### config.mk
export PLATFORM = sky130hd
export DESIGN_NAME = imem_port_arbiter_flat
export DESIGN_NICKNAME = d
export VERILOG_FILES = /design/src/rtl/imem_port_arbiter_if.sv /design/src/rtl/imem_port_arbiter.sv /design/src/flat_wrapper.sv
export SDC_FILE = /design/constraint.sdc
export NUM_CORES = 1
export LEC_CHECK = 0
export ABC_AREA = 1
export ABC_CLOCK_PERIOD_IN_PS = 2800
export BUFFER_PORTS_ARGS = -buffer_cell sky130_fd_sc_hd__buf_4
export CAP_MARGIN = 40
export CORE_AREA = 2 2 103 105
export DETAILED_ROUTE_END_ITERATION = 6
export DIE_AREA = 0 0 105 107
export PLACE_DENSITY_LB_ADDON = 0.08
export SLEW_MARGIN = 15
export SYNTH_ARGS = -nofsm -noshare
export SYNTH_HDL_FRONTEND = slang
export SYNTH_SLANG_ARGS = --single-unit
### constraint.sdc
create_clock -name clk -period 2.8 [get_ports clk]
set_input_delay 0.56 -clock clk [delete_from_list [all_inputs] [get_ports clk]]
set_output_delay 0.56 -clock clk [all_outputs]
set_load 0.05 [all_outputs]
### src/rtl/imem_port_arbiter_if.sv
`default_nettype none
// ============================================================================
// Module      : imem_port_arbiter_if
// Description : Fetch, debug and instruction-memory signal bundle.
// Revision    : 1.0
// ============================================================================
interface imem_port_arbiter_if;
    logic        fetch_req;
    logic [31:0] fetch_addr;
    logic        fetch_gnt;
    logic        fetch_rvalid;
    logic [31:0] fetch_rdata;
    logic        fetch_err;

    logic        dbg_req;
    logic        dbg_we;
    logic [31:0] dbg_addr;
    logic [31:0] dbg_wdata;
    logic        dbg_halt;
    logic        dbg_gnt;
    logic        dbg_rvalid;
    logic [31:0] dbg_rdata;
    logic        dbg_err;

    logic        mem_en;
    logic        mem_we;
    logic [31:0] mem_addr;
    logic [31:0] mem_wdata;
    logic [31:0] mem_rdata;

    modport slave (
        input  fetch_req, fetch_addr,
        input  dbg_req, dbg_we, dbg_addr, dbg_wdata, dbg_halt,
        input  mem_rdata,
        output fetch_gnt, fetch_rvalid, fetch_rdata, fetch_err,
        output dbg_gnt, dbg_rvalid, dbg_rdata, dbg_err,
        output mem_en, mem_we, mem_addr, mem_wdata
    );

    modport master (
        output fetch_req, fetch_addr,
        output dbg_req, dbg_we, dbg_addr, dbg_wdata, dbg_halt,
        output mem_rdata,
        input  fetch_gnt, fetch_rvalid, fetch_rdata, fetch_err,
        input  dbg_gnt, dbg_rvalid, dbg_rdata, dbg_err,
        input  mem_en, mem_we, mem_addr, mem_wdata
    );
endinterface
`default_nettype wire

### src/rtl/imem_port_arbiter.sv
`default_nettype none
// ============================================================================
// Module      : imem_port_arbiter
// Description : Shares a single-ported sync-read instruction memory between
//               fetch and debug, routing the 1-cycle read response back.
//               Optional address bounds check: IMEM_ARB_BOUNDS_CHECK_EN.
// Revision    : 1.0
// ============================================================================
module imem_port_arbiter #(
    parameter int SIZE      = 256,
    parameter int DBG_BURST = 4
) (
    input  logic                clk,
    input  logic                rst_n,
    imem_port_arbiter_if.slave  arb_if
);

    localparam int                  c_CNT_W = $clog2(DBG_BURST) + 1;
    localparam logic [c_CNT_W-1:0]  c_BURST = c_CNT_W'(DBG_BURST);
    localparam logic [31:0]         c_NOP   = 32'h0000_0013;

    typedef enum logic [1:0] {
        RSP_NONE   = 2'd0,
        RSP_FETCH  = 2'd1,
        RSP_DBG_RD = 2'd2,
        RSP_DBG_WR = 2'd3
    } rsp_state_e;

    rsp_state_e          rsp_state_q, rsp_state_d;
    logic [c_CNT_W-1:0]  starve_cnt_q, starve_cnt_d;

    logic        w_fetch_gnt;
    logic        w_dbg_gnt;
    logic        w_any_gnt;
    logic [31:0] w_gnt_addr;
    logic        w_addr_err;
    logic        w_rsp_err;

    // Grants are gated by rst_n so nothing is accepted while reset is held.
    always_comb begin
        w_fetch_gnt = rst_n && arb_if.fetch_req && !arb_if.dbg_halt &&
                      (!arb_if.dbg_req || (starve_cnt_q == c_BURST));
        w_dbg_gnt   = rst_n && arb_if.dbg_req && !w_fetch_gnt;
        w_any_gnt   = w_fetch_gnt || w_dbg_gnt;
        w_gnt_addr  = w_fetch_gnt ? arb_if.fetch_addr : arb_if.dbg_addr;
    end

    assign arb_if.fetch_gnt = w_fetch_gnt;
    assign arb_if.dbg_gnt   = w_dbg_gnt;

`ifdef IMEM_ARB_BOUNDS_CHECK_EN
    logic err_q;

    assign w_addr_err = (w_gnt_addr[1:0] != 2'b00) ||
                        (w_gnt_addr[31:2] >= 30'(SIZE));

    always_ff @(posedge clk or negedge rst_n) begin
        if (!rst_n) begin
            err_q <= 1'b0;
        end else begin
            err_q <= w_any_gnt && w_addr_err;
        end
    end

    assign w_rsp_err = err_q;
`else
    assign w_addr_err = 1'b0;
    assign w_rsp_err  = 1'b0;
`endif

    always_comb begin
        arb_if.mem_en    = 1'b0;
        arb_if.mem_we    = 1'b0;
        arb_if.mem_addr  = 32'h0;
        arb_if.mem_wdata = 32'h0;
        if (w_any_gnt) begin
            arb_if.mem_en    = !w_addr_err;
            arb_if.mem_we    = w_dbg_gnt && arb_if.dbg_we && !w_addr_err;
            arb_if.mem_addr  = w_gnt_addr;
            arb_if.mem_wdata = arb_if.dbg_wdata;
        end
    end

    always_ff @(posedge clk or negedge rst_n) begin
        if (!rst_n) begin
            rsp_state_q  <= RSP_NONE;
            starve_cnt_q <= '0;
        end else begin
            rsp_state_q  <= rsp_state_d;
            starve_cnt_q <= starve_cnt_d;
        end
    end

    // Counter only tracks debug wins against a live, unhalted fetch.
    always_comb begin
        starve_cnt_d = starve_cnt_q;
        if (!arb_if.fetch_req || arb_if.dbg_halt || w_fetch_gnt) begin
            starve_cnt_d = '0;
        end else if (w_dbg_gnt) begin
            starve_cnt_d = starve_cnt_q + 1'b1;
        end
    end

    always_comb begin
        rsp_state_d = RSP_NONE;
        if (w_fetch_gnt) begin
            rsp_state_d = RSP_FETCH;
        end else if (w_dbg_gnt) begin
            rsp_state_d = arb_if.dbg_we ? RSP_DBG_WR : RSP_DBG_RD;
        end
    end

    always_comb begin
        arb_if.fetch_rvalid = 1'b0;
        arb_if.fetch_rdata  = 32'h0;
        arb_if.fetch_err    = 1'b0;
        arb_if.dbg_rvalid   = 1'b0;
        arb_if.dbg_rdata    = 32'h0;
        arb_if.dbg_err      = 1'b0;
        case (rsp_state_q)
            RSP_FETCH: begin
                arb_if.fetch_rvalid = 1'b1;
                arb_if.fetch_rdata  = w_rsp_err ? c_NOP : arb_if.mem_rdata;
                arb_if.fetch_err    = w_rsp_err;
            end
            RSP_DBG_RD: begin
                arb_if.dbg_rvalid = 1'b1;
                arb_if.dbg_rdata  = w_rsp_err ? 32'h0 : arb_if.mem_rdata;
                arb_if.dbg_err    = w_rsp_err;
            end
            RSP_DBG_WR: begin
                arb_if.dbg_rvalid = 1'b1;
                arb_if.dbg_err    = w_rsp_err;
            end
            default: begin
            end
        endcase
    end

endmodule
`default_nettype wire

### src/flat_wrapper.sv
// flat-port wrapper written by rule: the top's interface ports become plain ports
module imem_port_arbiter_flat 
#(
    parameter int SIZE      = 256,
    parameter int DBG_BURST = 4
)
  (clk, rst_n, arb_if_fetch_req, arb_if_fetch_addr, arb_if_dbg_req, arb_if_dbg_we, arb_if_dbg_addr, arb_if_dbg_wdata, arb_if_dbg_halt, arb_if_mem_rdata, arb_if_fetch_gnt, arb_if_fetch_rvalid, arb_if_fetch_rdata, arb_if_fetch_err, arb_if_dbg_gnt, arb_if_dbg_rvalid, arb_if_dbg_rdata, arb_if_dbg_err, arb_if_mem_en, arb_if_mem_we, arb_if_mem_addr, arb_if_mem_wdata);
  imem_port_arbiter_if arb_if_i ();
  input  logic clk;
  input  logic rst_n;
  input wire logic [$bits(arb_if_i.fetch_req)-1:0] arb_if_fetch_req;
  input wire logic [$bits(arb_if_i.fetch_addr)-1:0] arb_if_fetch_addr;
  input wire logic [$bits(arb_if_i.dbg_req)-1:0] arb_if_dbg_req;
  input wire logic [$bits(arb_if_i.dbg_we)-1:0] arb_if_dbg_we;
  input wire logic [$bits(arb_if_i.dbg_addr)-1:0] arb_if_dbg_addr;
  input wire logic [$bits(arb_if_i.dbg_wdata)-1:0] arb_if_dbg_wdata;
  input wire logic [$bits(arb_if_i.dbg_halt)-1:0] arb_if_dbg_halt;
  input wire logic [$bits(arb_if_i.mem_rdata)-1:0] arb_if_mem_rdata;
  output wire logic [$bits(arb_if_i.fetch_gnt)-1:0] arb_if_fetch_gnt;
  output wire logic [$bits(arb_if_i.fetch_rvalid)-1:0] arb_if_fetch_rvalid;
  output wire logic [$bits(arb_if_i.fetch_rdata)-1:0] arb_if_fetch_rdata;
  output wire logic [$bits(arb_if_i.fetch_err)-1:0] arb_if_fetch_err;
  output wire logic [$bits(arb_if_i.dbg_gnt)-1:0] arb_if_dbg_gnt;
  output wire logic [$bits(arb_if_i.dbg_rvalid)-1:0] arb_if_dbg_rvalid;
  output wire logic [$bits(arb_if_i.dbg_rdata)-1:0] arb_if_dbg_rdata;
  output wire logic [$bits(arb_if_i.dbg_err)-1:0] arb_if_dbg_err;
  output wire logic [$bits(arb_if_i.mem_en)-1:0] arb_if_mem_en;
  output wire logic [$bits(arb_if_i.mem_we)-1:0] arb_if_mem_we;
  output wire logic [$bits(arb_if_i.mem_addr)-1:0] arb_if_mem_addr;
  output wire logic [$bits(arb_if_i.mem_wdata)-1:0] arb_if_mem_wdata;
  assign arb_if_i.fetch_req = arb_if_fetch_req;
  assign arb_if_i.fetch_addr = arb_if_fetch_addr;
  assign arb_if_i.dbg_req = arb_if_dbg_req;
  assign arb_if_i.dbg_we = arb_if_dbg_we;
  assign arb_if_i.dbg_addr = arb_if_dbg_addr;
  assign arb_if_i.dbg_wdata = arb_if_dbg_wdata;
  assign arb_if_i.dbg_halt = arb_if_dbg_halt;
  assign arb_if_i.mem_rdata = arb_if_mem_rdata;
  assign arb_if_fetch_gnt = arb_if_i.fetch_gnt;
  assign arb_if_fetch_rvalid = arb_if_i.fetch_rvalid;
  assign arb_if_fetch_rdata = arb_if_i.fetch_rdata;
  assign arb_if_fetch_err = arb_if_i.fetch_err;
  assign arb_if_dbg_gnt = arb_if_i.dbg_gnt;
  assign arb_if_dbg_rvalid = arb_if_i.dbg_rvalid;
  assign arb_if_dbg_rdata = arb_if_i.dbg_rdata;
  assign arb_if_dbg_err = arb_if_i.dbg_err;
  assign arb_if_mem_en = arb_if_i.mem_en;
  assign arb_if_mem_we = arb_if_i.mem_we;
  assign arb_if_mem_addr = arb_if_i.mem_addr;
  assign arb_if_mem_wdata = arb_if_i.mem_wdata;
  imem_port_arbiter #(.SIZE(SIZE), .DBG_BURST(DBG_BURST)) u_core (.clk(clk), .rst_n(rst_n), .arb_if(arb_if_i));
endmodule
* Word-level counts from Yosys, hierarchy flattened *
Index checks and enable logic that the tools add are counted.

storage, ports and cells
  output and inout bits = 136
  register bits = 5
  bits of input ports = 134
  word-level logic and storage cells = 37

cells by class
  multiplexer cells = 14
  eq/ne operators = 4
  add/subtract/negate cells = 1
  reduce and logical (&&, ||, !) cells = 16

operators by type and width
  cell                 count
  $mux 32              5
  $logic_and 1x1->1    6
  $mux 3               2
  $mux 1               5
  $eq 2x2->1 const B   2
  $logic_not 1->1      4
  $logic_or 1x1->1     4
  $mux 2               2
  $add 3x1->3 const B  1
  $eq 3x3->1 const B   1
  $eq 2x1->1 const B   1
  $reduce_bool 2->1    1
  $reduce_or 2->1      1

* Depth between registers and ports, before layout *
Gate-level depths: netlist of the first run.

  depth after elaboration = 7
  depth in mapped cells = 9
  gate-level depth less buffers = 7

* Least setup slack after synthesis of the first run *
OpenSTA, ideal clock, no wires.

  path kind = register to output
  start point = register u_core.rsp_state_q[1]
  end point = output arb_if_fetch_rdata[10]
  required time = 2.240 ns
  data arrival time = 2.181 ns
  slack = 0.059 ns
  stages on the path, launching flop included = 5
  path buffers = 1
  path through = dfrtp_1 nor2_1 inv_1 clkbuf_1 nor2_1

between the ends
  cells in the longest elaborated chain, start to end = 2

RTL lines
  what                    RTL line                  source
  start, declared         imem_port_arbiter.sv:29   rsp_state_e rsp_state_q, rsp_state_d;
  start signal, assigned  imem_port_arbiter.sv:89   rsp_state_q <= rsp_state_d;
  $eq 2x1->1              imem_port_arbiter.sv:120  case (rsp_state_q)
  $mux 32                 imem_port_arbiter.sv:120
  end, declared           flat_wrapper.sv:21        output wire logic [$bits(arb_if_i.fetch_rdata)-1:0] arb_if_fetch_rdata;

Every way passes these cells.

* Final worst setup path of the first run *
  start point = input arb_if_dbg_halt
  end point = output arb_if_mem_addr[11]

between the ends
  cells in the longest elaborated chain, start to end = 7
  elaborated cells between the ends (all ways) = 8
  those cells by class = mux: 2; reduce/logical: 6

RTL lines
  what                                 RTL line                 source
  start, declared                      flat_wrapper.sv:17       input wire logic [$bits(arb_if_i.dbg_halt)-1:0] arb_if_dbg_halt;
  $logic_not 1->1 (*)                  imem_port_arbiter.sv:41  w_fetch_gnt = rst_n && arb_if.fetch_req && !arb_if.dbg_halt &&
  $logic_and 1x1->1 (*) (2 in series)  imem_port_arbiter.sv:41
  $logic_not 1->1                      imem_port_arbiter.sv:43  w_dbg_gnt = rst_n && arb_if.dbg_req && !w_fetch_gnt;
  $logic_and 1x1->1                    imem_port_arbiter.sv:43
  $logic_or 1x1->1                     imem_port_arbiter.sv:44  w_any_gnt = w_fetch_gnt || w_dbg_gnt;
  $mux 32 (*)                          imem_port_arbiter.sv:76  if (w_any_gnt) begin
  end, declared                        flat_wrapper.sv:29       output wire logic [$bits(arb_if_i.mem_addr)-1:0] arb_if_mem_addr;

Mark *: on every way between the ends. The rest lies on a longest branch, timed or not.

==> results of run 1 <==
==> critical path, stage by stage <==
cell and delay, ps:
sky130_fd_sc_hd__buf_4 120, sky130_fd_sc_hd__inv_1 70, sky130_fd_sc_hd__nand3_2 80, sky130_fd_sc_hd__nand2_2 480
sky130_fd_sc_hd__nand2_1 110, sky130_fd_sc_hd__nor2_1 130, sky130_fd_sc_hd__buf_4 210
==> synth_stat cells <==
cell type / instances / area (um2)
sky130_fd_sc_hd__nor2_1: 100 / 375
sky130_fd_sc_hd__inv_1: 73 / 274
sky130_fd_sc_hd__a21oi_1: 32 / 160
sky130_fd_sc_hd__nand3_1: 35 / 175
sky130_fd_sc_hd__conb_1: 1 / 3.75
sky130_fd_sc_hd__buf_6: 1 / 11.3
sky130_fd_sc_hd__o21ai_0: 1 / 5.00
sky130_fd_sc_hd__a21boi_0: 32 / 240
sky130_fd_sc_hd__nand2_2: 1 / 6.26
sky130_fd_sc_hd__buf_4: 13 / 97.6
sky130_fd_sc_hd__dfrtp_1: 5 / 125
sky130_fd_sc_hd__nand3_2: 1 / 10.0
sky130_fd_sc_hd__xor2_1: 1 / 8.76
sky130_fd_sc_hd__nor2_2: 1 / 6.26
sky130_fd_sc_hd__ha_1: 2 / 25.0
sky130_fd_sc_hd__clkbuf_1: 15 / 56.3
sky130_fd_sc_hd__nand2_1: 46 / 173
sky130_fd_sc_hd__buf_2: 3 / 15.0
==> how the worst max path moves through the flow <==
stage | from | to
global placement | rst_n | arb_if_mem_addr[10]
CTS | arb_if_dbg_halt | arb_if_mem_addr[11]
global route | arb_if_dbg_halt | arb_if_mem_addr[2]
finish | arb_if_dbg_halt | arb_if_mem_addr[11]
detailed placement | arb_if_dbg_halt | arb_if_mem_addr[29]
floorplan | u_core.rsp_state_q[1] | arb_if_fetch_rdata[10]
==> final cells by class <==
cell class,instances,area [um2]
inverter,73,274
tap,136,170
sequential,5,125
multi-input combinational,254,1200
timing repair buffer,275,2080
clock buffer,4,45.0
fill,1129,6190
==> sequential cells by signal (all words and copies together), names as in the netlist <==
name,cells
u_core.rsp_state_q,2
u_core.starve_cnt_q,3
==> per-layer routing <==
metal | wire, um | track usage | vias to the layer above
li1 | - | - | 1581
met1 | 3220 | 0.151 | 1312
met2 | 4660 | 0.280 | 143
met3 | 736 | 0.0353 | 4
met4 | 55 | 0.0210 | 0
met5 | 0 | 0 | -
==> kinds of logic after synthesis <==
kind of cell,share of synthesized area
flip-flops,0.0708
buffers and inverters,0.257
other,0.00212
AO/OA/AOI/OAI,0.229
XOR/XNOR,0.00495
adder cells (fa/ha/maj),0.0142
AND/OR/NAND/NOR,0.422
==> power groups by stage <==
stage	clock (mW)	sequential, mW	combinational, mW
3_3_place_gp	0	0.0770	0.823
5_1_grt	0.143	0.0767	0.873
2_1_floorplan	0	0.0768	0.511
6_report	0.132	0.0762	0.822
4_1_cts	0.137	0.0762	0.829
3_5_place_dp	0	0.0771	0.827
==> stage by stage <==
stage          cell area (um2)  hold WS, ps
4_1_cts                   3900          148
5_1_grt                   3900          147
3_5_place_dp              3850          383
6_report                  3900          152
3_3_place_gp              3840          388
2_1_floorplan             1770          264
==> flow_metrics.env, run 1 <==
export IMPL_hp_class="in -> async"
export IMPL_postCtsSetupBuffers=0
export IMPL_floorplan_core_area_mm2=0.0101
export IMPL_post_cts_resize_count=0
export IMPL_synth_warn=0
export IMPL_power_ir_vdd_worst_mv=0.123
export IMPL_clk_latency_ps=220
export IMPL_worst_setup_hold_path_clk_slew_ps=30
export IMPL_post_layout_nonfiller_instances=747
export IMPL_hold_violations=0
export IMPL_pwr_share_seq=0.074
export IMPL_worst_slew_margin_rel=0.578
export IMPL_hpwlAfterDp_um=7130
export IMPL_share_clk_of_total_power=0.128
export IMPL_clockRootBuffer="sky130_fd_sc_hd__clkbuf_8"
export IMPL_route_detailed_wl_per_inst_um=11.6
export IMPL_totalNegativeSetupSlack_ps=0
export IMPL_ys_types=18
export IMPL_setup_worst_path_start_class="input pin"
export IMPL_worst_r2r_path_depth=8
export IMPL_placed_cells_incl_taps=743
export IMPL_pwr_density_cell_mw_per_mm2=264
export IMPL_grt_usage=0.141
export IMPL_clock_sink_count=5
export IMPL_finalWeightedCongestion=0.769
export IMPL_layout_core_utilization=0.386
export IMPL_firstDrtPassIters=4
export IMPL_cp_class="in -> out"
export IMPL_worst_pin_slew_ps=631
export IMPL_dpl_worst_slack_ps=448
export IMPL_switchingPower_mw=0.565
export IMPL_power_frac_comb=0.798
export IMPL_vias_per_cell=4.07
export IMPL_worstPathArrival_ps=1770
export IMPL_final_layout_size_suffix_gt1_frac=0.462
export IMPL_post_syn_instances=363
export IMPL_ys_seq_area_frac=0.0708
export IMPL_placement_row_count=37
export IMPL_num_nets_final=748
export IMPL_route_detailed_drc=0
export IMPL_crit_reg_reg_startpoint="u_core.starve_cnt_q[0]"
export IMPL_postSynthRegisterBits=5
export IMPL_worst_path_max_fanout=33
export IMPL_skew_ps=1.00
export IMPL_cts_path_max_buffers=2
export IMPL_layout_cells_most_common="sky130_fd_sc_hd__buf_4"
export IMPL_maximum_number_of_pins_on_one_net_before_global_route_repair=42
export IMPL_maxCapViolCount=0
export IMPL_total_power_mw=1.03
export IMPL_die_height_um=107
export IMPL_report_final_setup_viol=0
export IMPL_final_period_utilization=0.833
export IMPL_critPathCaptureType="output pin"
export IMPL_floorplan_io_pins=270
export IMPL_cp_required_ps=2240
export IMPL_max_freq_mhz=428
export IMPL_n_antenna_cell=0
export IMPL_synth_cell_area_mm2=0.00177
export IMPL_drt_iter0_markers=166
export IMPL_fin_ws_ps=466
export IMPL_reg2reg_to="u_core.starve_cnt_q[1]"
export IMPL_floorplan_initialDensity=0.175
export IMPL_intPower_mw=0.465
export IMPL_cts_tree="yes"
export IMPL_rsz0062_at_grt="no"
export IMPL_total_global_routing_overflow=0
export IMPL_cts_hold_buf=0
export IMPL_htreeDepth=1
export IMPL_antenna_found_initial=0
export IMPL_grt_first_pass_wirelength_um=13200
export IMPL_synth_avg_cell_area_um2=4.87
export IMPL_total_routed_length_um=8670
export IMPL_area_growth_syn_to_layout_pct=121
export IMPL_io_buffer_count=267
export IMPL_die_area_mm2=0.0112
export IMPL_die_x_extent_um=105
export IMPL_ant_nets=0
export IMPL_period_minus_slack_ps=2330
export IMPL_detailroute_via_count=3040
export IMPL_outcome="finished, final reports clean"
export IMPL_ff2ff_setup_slack_ps=1370
export IMPL_p_sw_frac=0.548
export IMPL_via_count_of_the_first_global_routing_pass=2665
export IMPL_cts_buffers=3
export IMPL_total_leakage_power_nw=2.40
export IMPL_most_common_layout_cells="sky130_fd_sc_hd__buf_4 (273), sky130_fd_sc_hd__nor2_1 (100), sky130_fd_sc_hd__inv_1 (73), sky130_fd_sc_hd__nand2_1 (45), sky130_fd_sc_hd__nand3_1 (35)"
export IMPL_final_number_of_max_transition_violations=0
No activity file was read; power rests on OpenSTA's default activity.
==> run 2, diff against run 1 <==
--- a/config.mk
+++ b/config.mk
@@ -6,12 +6,12 @@
 export NUM_CORES = 1
 export LEC_CHECK = 0
 export ABC_AREA = 1
-export ABC_CLOCK_PERIOD_IN_PS = 2800
+export ABC_CLOCK_PERIOD_IN_PS = 2370
 export BUFFER_PORTS_ARGS = -buffer_cell sky130_fd_sc_hd__buf_4
 export CAP_MARGIN = 40
-export CORE_AREA = 2 2 103 105
+export CORE_AREA = 2 2 104 106
 export DETAILED_ROUTE_END_ITERATION = 6
-export DIE_AREA = 0 0 105 107
+export DIE_AREA = 0 0 106 108
 export PLACE_DENSITY_LB_ADDON = 0.08
 export SLEW_MARGIN = 15
 export SYNTH_ARGS = -nofsm -noshare
==> constraint.sdc (replaced) <==
create_clock -name clk -period 2.37 [get_ports clk]
set_input_delay 0.474 -clock clk [delete_from_list [all_inputs] [get_ports clk]]
set_output_delay 0.474 -clock clk [all_outputs]
set_load 0.05 [all_outputs]
==> flow_metrics.env, run 2 (synthesized netlist as in run 1, its figures left out) <==
export IMPL_post_layout_nonfiller_instances=748
export IMPL_switchingPower_mw=0.680
export IMPL_cp_class="reg -> out"
export IMPL_route_detailed_drc=0
export IMPL_setup_worst_path_start_class="flip-flop"
export IMPL_pwr_share_seq=0.072
export IMPL_number_of_flip_flops_under_the_largest_register_name=3
export IMPL_cp_required_ps=1900
export IMPL_clock_sink_count=5
export IMPL_floorplan_initialDensity=0.173
export IMPL_max_freq_mhz=454
export IMPL_critPathCaptureType="output pin"
export IMPL_floorplan_io_pins=270
export IMPL_ant_nets=0
export IMPL_vias_per_cell=4.09
export IMPL_top_regs="u_core.starve_cnt_q x3, u_core.rsp_state_q x2"
export IMPL_pwr_density_cell_mw_per_mm2=311
export IMPL_via_count_of_the_first_global_routing_pass=2787
export IMPL_total_power_mw=1.24
export IMPL_antenna_found_initial=0
export IMPL_total_leakage_power_nw=2.41
export IMPL_hpwlAfterDp_um=7130
export IMPL_route_detailed_wl_per_inst_um=12.0
export IMPL_share_clk_of_total_power=0.128
export IMPL_layout_cells_most_common="sky130_fd_sc_hd__buf_4"
export IMPL_finalWeightedCongestion=0.827
export IMPL_cts_tree="yes"
export IMPL_die_x_extent_um=106
export IMPL_area_after_dpl_mm2=0.00392
export IMPL_cts_buffers=3
export IMPL_power_ir_vdd_worst_mv=0.107
export IMPL_die_height_um=108
export IMPL_outcome="finished, final reports clean"
export IMPL_total_routed_length_um=8950
export IMPL_total_global_routing_overflow=0
export IMPL_n_antenna_cell=0
export IMPL_intPower_mw=0.562
export IMPL_skew_ps=0.516
export IMPL_firstDrtPassIters=4
export IMPL_totalNegativeSetupSlack_ps=0
export IMPL_period_minus_slack_ps=2210
export IMPL_num_nets_final=749
export IMPL_detailroute_via_count=3057
export IMPL_placed_cells_incl_taps=743
export IMPL_worstPathArrival_ps=1730
export IMPL_maxCapViolCount=0
export IMPL_cts_path_max_buffers=2
export IMPL_final_number_of_max_transition_violations=0
export IMPL_drt_iter0_markers=101
export IMPL_placement_row_count=37
export IMPL_p_sw_frac=0.547
export IMPL_worst_setup_hold_path_clk_slew_ps=40
export IMPL_die_area_mm2=0.0114
export IMPL_rsz0062_at_grt="no"
export IMPL_final_period_utilization=0.930
export IMPL_floorplan_core_area_mm2=0.0102
export IMPL_maximum_number_of_pins_on_one_net_before_global_route_repair=65
export IMPL_io_buffer_count=267
export IMPL_fillcell_total=1075
export IMPL_most_common_layout_cells="sky130_fd_sc_hd__buf_4 (271), sky130_fd_sc_hd__nor2_1 (84), sky130_fd_sc_hd__inv_1 (73), sky130_fd_sc_hd__nand2_1 (45), sky130_fd_sc_hd__nand3_1 (35)"
export IMPL_postLayoutCellArea_mm2=0.00399
export IMPL_worst_path_max_fanout=32
export IMPL_power_frac_comb=0.800
export IMPL_grt_first_pass_wirelength_um=13300
export IMPL_clk_latency_ps=220
export IMPL_clockRootBuffer="sky130_fd_sc_hd__clkbuf_8"
export IMPL_registers_top_by_ff_count="u_core.starve_cnt_q"
export IMPL_grt_usage=0.140
export IMPL_hold_violations=0
export IMPL_final_layout_size_suffix_gt1_frac=0.489
export IMPL_report_final_setup_viol=0
export IMPL_hp_class="in -> async"
export IMPL_area_growth_syn_to_layout_pct=126
export IMPL_htreeDepth=1
## run 2: final timing paths
| kind | startpoint | endpoint | slack, ps | cells after the start |
|---|---|---|---|---|
| worst min-delay path | rst_n | u_core.rsp_state_q[0] | 60 | 1 |
| min in group clk | u_core.starve_cnt_q[1] | u_core.starve_cnt_q[1] | 540 | 2 |
| max in group asynchronous | rst_n | u_core.starve_cnt_q[1] | 2180 | 1 |
| worst min register to register | u_core.starve_cnt_q[1] | u_core.starve_cnt_q[1] | 540 | 2 |
| worst max-delay path | u_core.starve_cnt_q[0] | arb_if_mem_addr[6] | 160 | 9 |
| worst max register to register | u_core.starve_cnt_q[0] | u_core.rsp_state_q[0] | 1080 | 6 |
## run 2: power by group through the flow
stage	clock network (mW)	registers [mW]	logic, mW
6_report	0.159	0.0901	0.994
5_1_grt	0.175	0.0905	1.06
4_1_cts	0.165	0.0901	0.997
3_5_place_dp	0	0.0911	0.995
3_3_place_gp	0	0.0911	0.992
2_1_floorplan	0	0.0909	0.610
## run 2: stage by stage
stage	setup WS [ps]	hold WS [ps]	utilization
after floorplan	-79.5	178	-
after global placement	320	293	0.384
after detailed placement	320	295	0.384
after CTS	133	57.9	0.388
after global routing	0.887	55.8	0.390
final	165	63.7	0.390
## run 2: final cells by class
class                           instances  area [um2]  share of cell area
Inverter                               73         274              0.0686
Sequential cell                         5         125              0.0313
Tap cell                              136         170              0.0426
Multi-Input combinational cell        254        1240               0.310
Timing Repair Buffer                  276        2140               0.536
Clock buffer                            4        45.0              0.0113
## run 2: per-layer routing
metal,track usage,part of all wire,vias to the layer above
li1,-,-,1584
met1,0.148,0.37,1326
met2,0.288,0.55,145
met3,0.0223,0.080,2
met4,0.0310,0.0053,0
met5,0,0,-
## run 2: repair_timing
item,CTS,global route
setup endpoints to repair,0,9
hold buffers,0,0
gates resized for setup,0,0
setup buffers,0,0
## run 2: worst max-delay path: stages, from the launching register on
cell and delay [ps]:
sky130_fd_sc_hd__dfrtp_1 370, sky130_fd_sc_hd__inv_1 70, sky130_fd_sc_hd__ha_1 190, sky130_fd_sc_hd__nand2_1 80, sky130_fd_sc_hd__nand2_2 100, sky130_fd_sc_hd__clkbuf_16 230
sky130_fd_sc_hd__nand3_1 100, sky130_fd_sc_hd__nand2_1 60, sky130_fd_sc_hd__nor2_1 100, sky130_fd_sc_hd__buf_4 210
